## src/rtl/adder_pipe.sv

```systemverilog
// Pipelined adder/subtractor/accumulator. The carry chain is cut into STAGES segments,
// and the last stage register is the output register. There is a valid/ready handshake on both sides.
module adder_pipe #(
    parameter int WIDTH  = 32,
    parameter int STAGES = 4
) (
    input  logic             clk,
    input  logic             rst_n,
    input  logic             in_valid,
    output logic             in_ready,
    input  logic [WIDTH-1:0] a,
    input  logic [WIDTH-1:0] b,
    input  logic [1:0]       mode,
    output logic             out_valid,
    input  logic             out_ready,
    output logic [WIDTH-1:0] c,
    output logic             carry_out,
    output logic             overflow
);

    localparam int SEG  = WIDTH / STAGES;
    localparam int LAST = STAGES - 1;

    logic             en;
    logic             accept;
    logic             acc_wr;
    logic             acc_hazard;
    logic [WIDTH-1:0] acc;
    logic [WIDTH-1:0] in_b;
    logic             in_cin;

    // Stage registers: operands travel whole; result bits fill in one segment per stage.
    logic             v_q     [STAGES];
    logic             accop_q [STAGES];
    logic             carry_q [STAGES];
    logic [WIDTH-1:0] opa_q   [STAGES];
    logic [WIDTH-1:0] opb_q   [STAGES];
    logic [WIDTH-1:0] res_q   [STAGES];

    // Per-stage sources: stage 0 is fed by the input port and later stages by their predecessor.
    logic             src_v   [STAGES];
    logic             src_acc [STAGES];
    logic             src_c   [STAGES];
    logic [WIDTH-1:0] src_a   [STAGES];
    logic [WIDTH-1:0] src_b   [STAGES];
    logic [WIDTH-1:0] src_res [STAGES];
    logic [WIDTH-1:0] res_nx  [STAGES];
    logic [SEG:0]     seg_sum [STAGES];

    assign en       = !v_q[LAST] || out_ready;
    assign in_ready = rst_n && en && !(acc_hazard && mode[1]);
    assign accept   = in_valid && in_ready;

    // NOTE: every output of a combinational block gets a default first, so no path can infer a latch.
    always_comb begin
        in_b   = b;
        in_cin = 1'b0;
        case (mode)
            2'b01: begin
                in_b   = ~b;
                in_cin = 1'b1;
            end
            2'b10:   in_b = acc;
            2'b11:   in_b = '0;
            default: ;
        endcase
    end

    for (genvar k = 0; k < STAGES; k++) begin : g_seg
        if (k == 0) begin : g_first
            assign src_v[k]   = accept;
            assign src_acc[k] = mode[1];
            assign src_c[k]   = in_cin;
            assign src_a[k]   = a;
            assign src_b[k]   = in_b;
            assign src_res[k] = '0;
        end else begin : g_next
            assign src_v[k]   = v_q[k-1];
            assign src_acc[k] = accop_q[k-1];
            assign src_c[k]   = carry_q[k-1];
            assign src_a[k]   = opa_q[k-1];
            assign src_b[k]   = opb_q[k-1];
            assign src_res[k] = res_q[k-1];
        end
        assign seg_sum[k] = {1'b0, src_a[k][k*SEG +: SEG]} + {1'b0, src_b[k][k*SEG +: SEG]}
                          + {{SEG{1'b0}}, src_c[k]};
        assign res_nx[k]  = src_res[k] | (WIDTH'(seg_sum[k][SEG-1:0]) << (k*SEG));
    end

    // NOTE: state is updated with non-blocking assignments only, so every stage sees its
    // predecessor's pre-edge value. Pipeline data is reset as well as the valid bits,
    // because c and the flags must read zero out of reset.
    always_ff @(posedge clk or negedge rst_n) begin
        if (!rst_n) begin
            for (int k = 0; k < STAGES; k++) begin
                v_q[k]     <= 1'b0;
                accop_q[k] <= 1'b0;
                carry_q[k] <= 1'b0;
                opa_q[k]   <= '0;
                opb_q[k]   <= '0;
                res_q[k]   <= '0;
            end
        end else if (en) begin
            for (int k = 0; k < STAGES; k++) begin
                v_q[k]     <= src_v[k];
                accop_q[k] <= src_acc[k];
                carry_q[k] <= seg_sum[k][SEG];
                opa_q[k]   <= src_a[k];
                opb_q[k]   <= src_b[k];
                res_q[k]   <= res_nx[k];
            end
        end
    end

    // The accumulator is written on the edge where its beat enters the output register.
    assign acc_wr = en && src_v[LAST] && src_acc[LAST];

    always_ff @(posedge clk or negedge rst_n) begin
        if (!rst_n) begin
            acc        <= '0;
            acc_hazard <= 1'b0;
        end else begin
            if (acc_wr) acc <= res_nx[LAST];
            if (acc_wr)
                acc_hazard <= 1'b0;
            else if (accept && mode[1])
                acc_hazard <= 1'b1;
        end
    end

    assign out_valid = v_q[LAST];
    assign c         = res_q[LAST];
    assign carry_out = carry_q[LAST];
    assign overflow  = (opa_q[LAST][WIDTH-1] == opb_q[LAST][WIDTH-1])
                    && (res_q[LAST][WIDTH-1] != opa_q[LAST][WIDTH-1]);

endmodule

```

## config.mk

```make
export PLATFORM = sky130hd
export DESIGN_NAME = adder_pipe
export DESIGN_NICKNAME = d
export VERILOG_FILES = /design/src/rtl/adder_pipe.sv
export SDC_FILE = /design/constraint.sdc
export NUM_CORES = 1
export LEC_CHECK = 0
export ABC_AREA = 1
export CORE_ASPECT_RATIO = 2
export CORE_MARGIN = 2
export CORE_UTILIZATION = 50
export DETAILED_ROUTE_END_ITERATION = 8
export HOLD_SLACK_MARGIN = 0.03
export MAX_ROUTING_LAYER = met4
export PLACE_DENSITY = 0.81
export SYNTH_ARGS = -nofsm -noshare
export SYNTH_HDL_FRONTEND = slang
export SYNTH_SLANG_ARGS = --single-unit
export TNS_END_PERCENT = 30
```

## constraint.sdc

```tcl
create_clock -name clk -period 3.8 [get_ports clk]
set_input_delay 0.57 -clock clk [delete_from_list [all_inputs] [get_ports clk]]
set_output_delay 0.57 -clock clk [all_outputs]
set_load 0.05 [all_outputs]
```

## Word level (Yosys, flattened, before mapping)

Index checks and enable logic that the tools add are counted.

- Register bits after elaboration: 404
- Input port bits: 70
- Output and inout port bits: 36
- Word-level logic and storage cells: 58

- Add/subtract/negate cells: 8
- Equal/unequal tests: 5
- Muxes and demuxes: 4
- Bitwise operators: 4
- Reductions and logical operators: 12

Operators with widths:

| operator | count |
|---|---|
| one-hot mux 32 bit (3 select lines) | 1 |
| adder 8 x 8 -> 9 bit | 4 |
| adder 9 x 1 -> 9 bit | 4 |
| inverter 32 bit | 1 |
| bitwise OR 32 x 24 -> 32 bit | 1 |
| bitwise OR 32 bit | 1 |
| bitwise OR 8 x 16 -> 16 bit | 1 |
| logical AND 1 bit | 8 |
| equality test 2 bit (second input constant) | 2 |
| two-way mux 1 bit | 3 |
| equality test 2 x 1 -> 1 bit (second input constant) | 1 |
| logical NOT 1 bit | 2 |
| nonzero test 2 bit | 1 |
| equality test 1 bit | 1 |
| logical OR 1 bit | 1 |
| inequality test 1 bit | 1 |

## Logic depth before layout (Yosys ltp)

Gate-level depths: netlist of the first run.

- Word-level depth: 8
- Mapped depth: 14
- Mapped depth without buffers: 13

## Least setup slack after synthesis of the first run

No wires, ideal clock.

- Path type: in2reg
- From: input mode[1]
- To: register res_q[102] (netlist bit)
- Setup time: 0.117 ns
- Arrival: 2.335 ns
- Required time: 3.683 ns
- Slack: 1.348 ns
- Stages: 12
- Buffers on the path: 1
- Path through: inv_2 -> nand2_1 -> buf_1 -> o211ai_1 -> fa_1 -> fa_1 -> nand2_1 -> nand3_1 -> nand3_1 -> nand3b_1 -> nand3_1 -> nand2_1

- Longest elaborated chain between the ends: 4
- Elaborated cells between the ends (all ways): 7
- Those cells by class: 2 x add/sub; 3 x eq/ne; 2 x mux

RTL lines:

| element | RTL line | RTL |
|---|---|---|
| from (decl) | 13 | `input logic [1:0] mode,` |
| equality test 2 bit or equality test 2 x 1 -> 1 bit (tied branches) | 58 | `case (mode)` |
| one-hot mux 32 bit (3 select lines) | 58 |  |
| adder 8 x 8 -> 9 bit | 85 | `assign seg_sum[k] = {1'b0, src_a[k][k*SEG +: SEG]} + {1'b0, src_b[k][k*SEG +: SEG]}` |
| adder 9 x 1 -> 9 bit (*) | 86 | `+ {{SEG{1'b0}}, src_c[k]};` |
| to (signal, indexed assignment) | 110 | `res_q[k] <= res_nx[k];` |
| to (decl) | 38 | `logic [WIDTH-1:0] res_q [STAGES];` |

Every way passes the cells marked *; elsewhere a longest branch is shown, timed or not.
A chain may end at the register's enable or synchronous reset.

## Final worst setup path of the first run

- From: input rst_n
- To: output in_ready

- Longest elaborated chain between the ends: 2

RTL lines:

| element | RTL line | RTL |
|---|---|---|
| from (decl) | 8 | `input logic rst_n,` |
| logical AND 1 bit (2 in a row) | 51 | `assign in_ready = rst_n && en && !(acc_hazard && mode[1]);` |
| to (decl) | 10 | `output logic in_ready,` |

Every way passes these cells.

==> results of run 1 <==
[layout make-up]
class                      instances  area [µm²]  area share
inverter                          94         358      0.0296
sequential                       222        5560       0.459
timing repair buffer             118        1170      0.0966
multi-input combinational        816        4000       0.331
antenna                            1        2.50    0.000207
clock inverter                     5         100     0.00828
clock buffer                      31         583      0.0482
tap                              262         328      0.0271
[synthesized netlist by cell type (10+ instances only)]
master    number
a21oi_1       19
a41oi_1       24
inv_1         90
nand3_1       33
clkbuf_1      18
nor2_1        47
nand2_1      482
or2_1         21
buf_2         33
nand3b_1      10
dfrtp_1      222
o21ai_0      108
ha_1          28
[cells by family after synthesis]
kind of cell               count (synthesis)  share of synthesized area
buffers and inverters                    150                     0.0620
and+or+nand+nor                          604                      0.240
adders and majority gates                 36                     0.0502
xor gates and xnor gates                   3                    0.00258
DFF                                      222                      0.546
AOI/OAI and AO/OA                        173                     0.0996
[layer usage]
layer | track usage | routed length, µm | vias to the layer above
met5 | - | 0 | -
met4 | 0.101 | 976 | 0
met3 | 0.0244 | 895 | 59
met2 | 0.417 | 12500 | 219
met1 | 0.275 | 9480 | 4021
li1 | - | - | 3939
[state kept, by name (all words and copies together) (netlist names)]
name,cells
out_valid,1
acc,32
opa_q,49
res_q,48
acc_hazard,1
accop_q,3
carry_out,1
c,32
opb_q,49
carry_q,3
src_v,3
[timing repair]
item / CTS / global route
hold buffers: 1 / 0
endpoints found under the hold margin: 26 / 0
gates resized for setup: 0 / 0
[metrics by stage]
stage	hold slack, ps	instances	worst slack, ps
3_3_place_gp	430	1511	634
4_1_cts	473	1548	742
5_1_grt	496	1549	615
6_report	470	1549	754
2_1_floorplan	274	1188	1350
3_5_place_dp	432	1511	539
[cell usage in the layout (no fill, tap or decap), types with 8 or more instances in the layout]
cell             count
nand2_1            482
dfrtp_1            222
o21ai_0            108
clkdlybuf4s50_1    104
inv_1               90
nor2_1              46
nand3_1             33
ha_1                28
a41oi_1             24
or2_1               21
clkbuf_16           21
a21oi_1             19
buf_4               11
nand3b_1            10
o211ai_1             8
fa_1                 8
clkbuf_1             8
[power breakdown]
| group | total (mW) | internal, mW | switching [mW] |
|---|---|---|---|
| clock | 2.13 | 1.26 | 0.868 |
| sequential | 4.04 | 3.44 | 0.593 |
| combinational | 4.28 | 1.51 | 2.77 |
| total | 10.4 | 6.21 | 4.24 |
[worst min-delay path by stage]
stage	slack [ps]	start	endpoint
after CTS	470	opb_q[114]	opb_q[82]
after global placement	430	rst_n	c[10]
after detailed placement	430	rst_n	c[11]
after global routing	500	opa_q[125]	opa_q[125]
after floorplan	270	rst_n	acc[0]
final	470	opb_q[114]	opb_q[82]
[worst register-to-register path: stages, from the launching register on]
cell,delay (ps)
dfrtp_1,360
inv_1,70
nor2_4,150
buf_4,360
nor3_4,130
inv_2,790
o21ai_0,230
==> summary.md, run 1 <==
| Metric | Value |
|---|---|
| Pwr Density | `864 nW/µm²` |
| Crit-path max cell delay | `840 ps` |
| First-pass DRT Iterations | `5` |
| # DRC | `0` |
| Vias per cell | `5.32` |
| I/O pins | `106` |
| TNS Setup | `0 ps` |
| Avg Inst Size Synth | `8.57 µm²` |
| Gr ovfl total | `0` |
| Initial Utilization | `0.511` |
| Core footprint | `19900 µm²` |
| Stages on worst setup path | `5` |
| I/O Buffers | `105` |
| Max Slew Vio Count | `0` |
| Syn Inst Count | `1188` |
| Max-cap violation count | `0` |
| GRT Overall Usage | `0.237` |
| Setup crit start | `rst_n` |
| Cell count of the worst reg-to-reg path | `6` |
| H-Tree Depth | `1` |
| Vias in the first global route | `8573` |
| Commonest register cell after synthesis | `dfrtp_1` |
| Clock Path Buffers | `3` |
| DR vias | `8238` |
| EDFF count, synth | `0` |
| Arr. time, crit path | `2480 ps` |
| VDD IR max | `0.556 mV` |
| Die Y | `206 µm` |
| Fraction of registers with async set or reset after synthesis | `1.00` |
| Row Count | `73` |
| First-pass GRT wire length | `40400 µm` |
| Largest area contributor in the netlist | `dfrtp_1` |
| Post-synth net total | `1294` |
| Hold Path Stages | `2` |
| Min Tclk post-route | `3050 ps` |
| Slew headroom | `0.287` |
| Design area | `12100 µm²` |
| Buf/Inv on CP | `3` |
| TritonCTS clock tree | `done` |
| Final setup fails | `0` |
| Power Total | `10.4 mW` |
| Critical path class | `in -> out` |
| Max FO, Critical Path | `29` |
| Leakage | `5.95 nW` |
| Yosys reg bits | `222` |
| Worst Hold Class | `reg -> reg` |
| Final Hold Vio Count | `0` |
| Fin crit share | `0.802` |
| Max Fclk | `0.328 GHz` |
| Layout cell share with drive strength beyond 1 | `0.0474` |
| GP Congestion | `0.842` |
| Post-synth cell types | `31` |
| Ys Warns | `0` |
| Clock transition at path regs | `70 ps` |
| Fill count | `1764` |
| ANT nets after route | `0` |
| Worst r2r dst | `acc[16]` |
| RSZ-0062 raised after global routing | `false` |
| Initial antenna violation count | `1` |
| Nets | `1379` |
| Largest net degree at the start of global routing | `86` |
| Critical Path RT | `3230 ps` |
| Top cell type's share of synthesized area | `0.546` |
| Worst-skew pair later-pin latency | `490 ps` |
| RR Startpoint | `out_valid` |
| FF-to-FF setup slack | `1540 ps` |
| TritonCTS Buffers | `21` |
| Die area | `21600 µm²` |
| CP max-delay cell | `clkdlybuf4s50_1` |
| Synthesized cell area | `10200 µm²` |
| Setup Skew | `5.36 ps` |
| DP Area | `11400 µm²` |
| Critical Path Source Type | `primary input` |
| CP Capture Type | `output pin` |
| Final wirelength | `23900 µm` |
| Post-DP HPWL | `16100 µm` |
| Post-synthesis sequential area ratio | `0.546` |
| Crit-path cells | `dlygate4sd3_1 -> buf_8 -> nand2_1 -> nor2_1 -> clkdlybuf4s50_1` |
| Delay-heaviest family, CP | `buffers and inverters` |
| Area growth syn-to-layout | `18.8%` |
| CTS Root Buffer Type | `clkbuf_16` |
| Worst Max-Slew Pin Slew | `1070 ps` |
| Critical Path Sink | `in_ready` |
| Die span in x | `105 µm` |
| Core Util, Final | `0.607` |
| Status | `finished, final reports clean` |
| Initial DRC Count | `527` |
| Leading post-synthesis cells by cell area | `dfrtp_1 55%, nand2_1 18%, o21ai_0 5.3%` |
| Wire per inst | `15.4 µm` |
| Post-CTS setup buffers | `0` |
| Clk sinks | `222` |
(Power assumes the default switching activity.)
==> run 2, diff against run 1 <==
--- a/config.mk
+++ b/config.mk
@@ -12,7 +12,7 @@
 export DETAILED_ROUTE_END_ITERATION = 8
 export HOLD_SLACK_MARGIN = 0.03
 export MAX_ROUTING_LAYER = met4
-export PLACE_DENSITY = 0.81
+export PLACE_DENSITY = 0.83
 export SYNTH_ARGS = -nofsm -noshare
 export SYNTH_HDL_FRONTEND = slang
 export SYNTH_SLANG_ARGS = --single-unit
==> constraint.sdc (replaced) <==
create_clock -name clk -period 2.7 [get_ports clk]
set_input_delay 0.405 -clock clk [delete_from_list [all_inputs] [get_ports clk]]
set_output_delay 0.405 -clock clk [all_outputs]
set_load 0.05 [all_outputs]
==> run 2 against run 1 <==
First-iteration DRC count fell by 3.6%. Critical path depth fell by 1. Via count fell by 2.2%. Largest power group unchanged. Register-to-register slack got worse by 970 ps. Non-clock buffer count rose by 9. Setup slack got worse by 390 ps. Critical endpoint is now overflow. Largest cell class unchanged.
==> summary.md, run 2 (same netlist as run 1, synthesis figures left out) <==
| Metric | Value |
|---|---|
| # DRC | `0 (unchanged)` |
| I/O pins | `106 (unchanged)` |
| Regs by FF count | `opa_q x49, opb_q x49, res_q x48 (unchanged)` |
| DR vias | `8054 (was 8238)` |
| Die area | `21600 µm² (unchanged)` |
| RSZ-0062 raised after global routing | `false (unchanged)` |
| Area growth syn-to-layout | `19.8% (was 18.8%)` |
| Arr. time, crit path | `1940 ps (was 2480 ps)` |
| I/O Buffers | `105 (unchanged)` |
| Worst Hold Class | `in -> async (was reg -> reg)` |
| Worst-skew pair later-pin latency | `500 ps (was 490 ps)` |
| CTS Root Buffer Type | `clkbuf_16 (unchanged)` |
| Post-CTS Resized | `0 (unchanged)` |
| Combinational fraction of design power | `0.415 (was 0.410)` |
| Min Tclk post-route | `2340 ps` |
| Die Y | `206 µm (unchanged)` |
| GP Congestion | `0.864 (was 0.842)` |
| Final Hold Vio Count | `0 (unchanged)` |
| Largest net degree at the start of global routing | `124 (was 86)` |
| Max Fclk | `0.427 GHz` |
| Placed cells | `1520 (was 1511)` |
| First-pass DRT Iterations | `5 (unchanged)` |
| Pint | `8.63 mW (was 6.21 mW)` |
| Leakage | `6.01 nW (was 5.95 nW)` |
| Max FO, Critical Path | `4 (was 29)` |
| Final Hold Slack | `324 ps (was 470 ps)` |
| Critical Path Source Type | `flip-flop (was primary input)` |
| Initial Utilization | `0.511 (unchanged)` |
| Final std cells w/o fill | `1556 (was 1549)` |
| DR WL met2 | `12500 µm (about the same)` |
| TritonCTS clock tree | `done (unchanged)` |
| Vias in the first global route | `8044 (was 8573)` |
| Clock transition at path regs | `60 ps (was 70 ps)` |
| GRT Overall Usage | `0.230 (was 0.237)` |
| TNS Setup | `0 ps (unchanged)` |
| Max-cap violation count | `0 (unchanged)` |
| Max Used Layer | `met4 (unchanged)` |
| Wire per inst | `15.0 µm (was 15.4 µm)` |
| Core footprint | `19900 µm² (unchanged)` |
| Layout cell share with drive strength beyond 1 | `0.0572 (was 0.0474)` |
| CP Capture Type | `output pin (unchanged)` |
| First-pass GRT wire length | `39200 µm (was 40400 µm)` |
| Die span in x | `105 µm (unchanged)` |
| Final setup fails | `0 (unchanged)` |
| Clk pwr share | `0.195 (was 0.204)` |
| Gr ovfl total | `0 (unchanged)` |
| Post-CTS setup buffers | `0 (unchanged)` |
| Nets | `1388 (was 1379)` |
| Max Slew Vio Count | `0 (unchanged)` |
| Sequential Power Share | `0.390 (was 0.386)` |
| Clk sinks | `222 (unchanged)` |
| Fin crit share | `0.867` |
| Initial antenna violation count | `1 (unchanged)` |
| Worst Max-Slew Pin Slew | `988 ps (was 1070 ps)` |
| Hold buffer count at CTS | `1 (unchanged)` |
| Slew headroom | `0.342 (was 0.287)` |
| Wire length on met1 | `9440 µm (was 9480 µm)` |
| Power Total | `14.6 mW (was 10.4 mW)` |
| Sw Ratio | `0.407 (was 0.405)` |
| Commonest non-fill, non-tap cell in the layout | `nand2_1 (unchanged)` |
| Pwr Density | `1190 nW/µm² (was 864 nW/µm²)` |
| Net Sw Power | `5.93 mW (was 4.24 mW)` |
| Post-DP HPWL | `16100 µm (about the same)` |
| Status | `finished, final reports clean (unchanged)` |
| Wire length on met3 | `723 µm (was 895 µm)` |
| Initial DRC Count | `508 (was 527)` |
| H-Tree Depth | `1 (unchanged)` |
| Row Count | `73 (unchanged)` |
| Critical Path RT | `2300 ps (was 3230 ps)` |
| TritonCTS Buffers | `21 (unchanged)` |
| ANT nets after route | `0 (unchanged)` |
| Setup Skew | `9.01 ps (was 5.36 ps)` |
| Most frequent cells in the layout | `482 x nand2_1, 222 x dfrtp_1, 108 x o21ai_0, 103 x clkdlybuf4s50_1, 90 x inv_1 (was 482 x nand2_1, 222 x dfrtp_1, 108 x o21ai_0, 104 x clkdlybuf4s50_1, 90 x inv_1)` |
| Final wirelength | `23300 µm (was 23900 µm)` |
| Vias per cell | `5.18 (was 5.32)` |
| Critical path class | `reg -> out (was in -> out)` |
| VDD IR max | `0.718 mV (was 0.556 mV)` |
| Clock Path Buffers | `3 (unchanged)` |
run 2: area by class of cell:
cell class	instances	area, µm²
Clock buffer	27	578
Clock inverter	7	71.3
Multi-Input combinational cell	816	4000
Timing Repair Buffer	127	1300
Sequential cell	222	5560
Inverter	94	358
Tap cell	262	328
Fill cell	1721	7720
Antenna cell	1	2.50
run 2: per-layer routing:
layer  GRT usage  up-vias
met5           -        -
met4      0.0890        0
met3      0.0215       44
met2       0.403      163
met1       0.275     3883
li1            -     3964
run 2: stage by stage:
stage / setup slack (ps) / instance area [µm²] / utilization
after CTS: 332 / 12200 / 0.612
after global routing: 166 / 12200 / 0.612
final: 359 / 12200 / 0.612
after floorplan: 413 / 10200 / -
after global placement: -70.7 / 11500 / 0.579
after detailed placement: -95.0 / 11500 / 0.579
run 2: power groups by stage:
stage          logic [mW]  clock network, mW  registers (mW)
6_report             6.05               2.84            5.68
5_1_grt              6.83               3.01            5.85
4_1_cts              6.10               2.90            5.68
3_5_place_dp         6.07                  0            5.72
3_3_place_gp         5.86                  0            5.67
2_1_floorplan        3.47                  0            6.38
run 2: final timing paths:
kind / start / end / slack [ps] / depth (start not counted)
max: c[31] / overflow / 360 / 4
max reg2reg: acc[0] / res_q[102] / 570 / 11
min reg2reg: opa_q[95] / opa_q[63] / 470 / 2
min in group clk: a[12] / opa_q[108] / 450 / 3
min: rst_n / res_q[73] / 320 / 2
max in group asynchronous: rst_n / c[31] / 1150 / 3
run 2: worst max-delay path, cell delays in order, from the launching register on:
cell	delay, ps
dfrtp_1	410
nor2_1	110
nor2_1	40
nor2_1	80
clkdlybuf4s50_1	800
==> run 3, diff against run 2 <==
--- a/config.mk
+++ b/config.mk
@@ -6,7 +6,7 @@
 export NUM_CORES = 1
 export LEC_CHECK = 0
 export ABC_AREA = 1
-export CORE_ASPECT_RATIO = 2
+export CORE_ASPECT_RATIO = 0.7
 export CORE_MARGIN = 2
 export CORE_UTILIZATION = 50
 export DETAILED_ROUTE_END_ITERATION = 8
==> run 3 against run 2 <==
Via count grew 0.71%. Global-route usage grew 0.20 points. Final area grew 1.3%. Final cell count grew 0.58%. Clock-buffer cell count grew 5. Register-to-register slack gained 40 ps. Core utilization grew 0.82 points. Clock skew grew 2.6 ps. Critical endpoint unchanged. Largest power group unchanged.
==> summary.md, run 3 (same netlist as run 1, synthesis figures left out) <==
| Metric | Value |
|---|---|
| Final std cells w/o fill | `1565 (was 1556)` |
| Worst-skew pair later-pin latency | `500 ps (about the same)` |
| Layout cell share with drive strength beyond 1 | `0.0579 (was 0.0572)` |
| Worst Max-Slew Pin Slew | `680 ps (was 988 ps)` |
| Initial antenna violation count | `0 (was 1)` |
| TritonCTS Buffers | `22 (was 21)` |
| Status | `finished, final reports clean (unchanged)` |
| GRT Overall Usage | `0.232 (was 0.230)` |
| Fin crit share | `0.890 (was 0.867)` |
| First-pass DRT Iterations | `5 (unchanged)` |
| Critical Path Source Type | `flip-flop (unchanged)` |
| Most frequent cells in the layout | `482 x nand2_1, 222 x dfrtp_1, 108 x o21ai_0, 103 x clkdlybuf4s50_1, 90 x inv_1 (unchanged)` |
| Cell mode on critical path | `nor2_1 (unchanged)` |
| Regs by FF count | `opa_q x49, opb_q x49, res_q x48 (unchanged)` |
| Critical Path RT | `2300 ps (about the same)` |
| Initial Utilization | `0.511 (about the same)` |
| RSZ-0062 raised after global routing | `false (unchanged)` |
| Pwr Density | `1230 nW/µm² (was 1190 nW/µm²)` |
| Clock transition at path regs | `60 ps (about the same)` |
| Die Y | `123 µm (was 206 µm)` |
| Max Fclk | `0.416 GHz (was 0.427 GHz)` |
| H-Tree Depth | `1 (unchanged)` |
| Post-CTS Resized | `0 (unchanged)` |
| Min Tclk post-route | `2400 ps (was 2340 ps)` |
| Placed cells | `1524 (was 1520)` |
| ANT nets after route | `0 (unchanged)` |
| Sequential Area | `5560 µm² (unchanged)` |
| Final wirelength | `23400 µm (was 23300 µm)` |
| Fill count | `1623 (was 1721)` |
| Vias in the first global route | `8051 (was 8044)` |
| VDD IR max | `0.944 mV (was 0.718 mV)` |
| Nets | `1385 (was 1388)` |
| First-pass GRT wire length | `39300 µm (was 39200 µm)` |
| Gr ovfl total | `0 (unchanged)` |
| Wire per inst | `14.9 µm (was 15.0 µm)` |
| Die area | `21500 µm² (was 21600 µm²)` |
| Leakage | `6.07 nW (was 6.01 nW)` |
| Max-cap violation count | `0 (unchanged)` |
| Max FO, Critical Path | `4 (unchanged)` |
| Core footprint | `19900 µm² (about the same)` |
| Crit-path cells | `nor2_1 -> nor2_1 -> nor2_1 -> clkdlybuf4s50_1 (unchanged)` |
| Row Count | `43 (was 73)` |
| Final setup fails | `0 (unchanged)` |
| Post-DP HPWL | `15300 µm (was 16100 µm)` |
| Design area | `12400 µm² (was 12200 µm²)` |
| I/O Buffers | `105 (unchanged)` |
| CP max-delay cell | `clkdlybuf4s50_1 (unchanged)` |
| CP Capture Type | `output pin (unchanged)` |
| # DRC | `0 (unchanged)` |
| CTS Root Buffer Type | `clkbuf_16 (unchanged)` |
| Die span in x | `175 µm (was 105 µm)` |
| GP Congestion | `0.864 (about the same)` |
| TritonCTS clock tree | `done (unchanged)` |
| Multi-input logic area | `4000 µm² (about the same)` |
| DP Area | `11500 µm² (about the same)` |
| Slew headroom | `0.547 (was 0.342)` |
| Power Total | `15.2 mW (was 14.6 mW)` |
| Critical path class | `reg -> out (unchanged)` |
| Final Hold Vio Count | `0 (unchanged)` |
| Commonest non-fill, non-tap cell in the layout | `nand2_1 (unchanged)` |
| I/O pins | `106 (unchanged)` |
| Clk sinks | `222 (unchanged)` |
| Area growth syn-to-layout | `21.4% (was 19.8%)` |
| DR vias | `8111 (was 8054)` |
| Arr. time, crit path | `2000 ps (was 1940 ps)` |
| Initial DRC Count | `576 (was 508)` |
| Vias per cell | `5.18 (about the same)` |
| Ant diodes | `0 (was 1)` |
| Max Slew Vio Count | `0 (unchanged)` |
| Setup Skew | `11.6 ps (was 9.01 ps)` |
| Crit-path max cell delay | `820 ps (was 800 ps)` |
| Largest net degree at the start of global routing | `140 (was 124)` |
| Worst Hold Class | `in -> async (unchanged)` |
| Clock Path Buffers | `3 (unchanged)` |
-- run 3: final timing paths --
check                        endpoint  startpoint  cells after the start  slack [ps]
setup / recovery             overflow       c[31]                      4         300
hold / removal                  c[14]       rst_n                      2         390
setup reg to reg           res_q[102]      acc[0]                     11         610
hold reg to reg             opb_q[58]   opb_q[90]                      2         470
max in group asynchronous   res_q[73]       rst_n                      3        1320
min in group clk           opa_q[127]       a[31]                      3         440
-- run 3: per-layer routing --
| layer | share of wire | global-route usage | up-vias |
|---|---|---|---|
| met2 | 0.45 | 0.354 | 253 |
| li1 | - | - | 3958 |
| met3 | 0.058 | 0.0304 | 32 |
| met4 | 0.017 | 0.0505 | 0 |
| met1 | 0.48 | 0.337 | 3868 |
| met5 | 0 | - | - |
-- run 3: cell type report --
cell class | count | share of cell area
flip-flops and latches | 222 | 0.450
multi-input cells | 816 | 0.324
repair buffers | 123 | 0.101
clock buffers | 32 | 0.0534
inverters | 94 | 0.0290
well taps | 270 | 0.0273
clock inverters | 8 | 0.0154
-- run 3: report_power, final --
part / total (mW) / switching (mW) / internal [mW]
sequential: 5.67 / 0.828 / 4.85
clock: 3.52 / 1.26 / 2.27
combinational: 6.04 / 3.89 / 2.15
total: 15.2 / 5.98 / 9.26
-- run 3: repair_timing --
item | in CTS | in global routing
endpoints found under the hold margin | 37 | 0
buffers inserted | 0 | 0
hold buffers | 1 | 0
-- run 3: critical path: cells and delay by family, from the launching register on --
| kind | cells | cell delay, ps |
|---|---|---|
| DFF | 1 | 420 |
| buffers and inverters | 1 | 820 |
| and+or+nand+nor | 3 | 260 |
-- run 3: metrics by stage --
step	hold slack, ps	util	setup slack [ps]	setup TNS, ps
2_1_floorplan	109	-	413	0
3_3_place_gp	308	0.577	-17.4	-17.4
3_5_place_dp	311	0.577	-91.7	-248
4_1_cts	388	0.621	285	0
5_1_grt	400	0.621	227	0
6_report	387	0.621	297	0
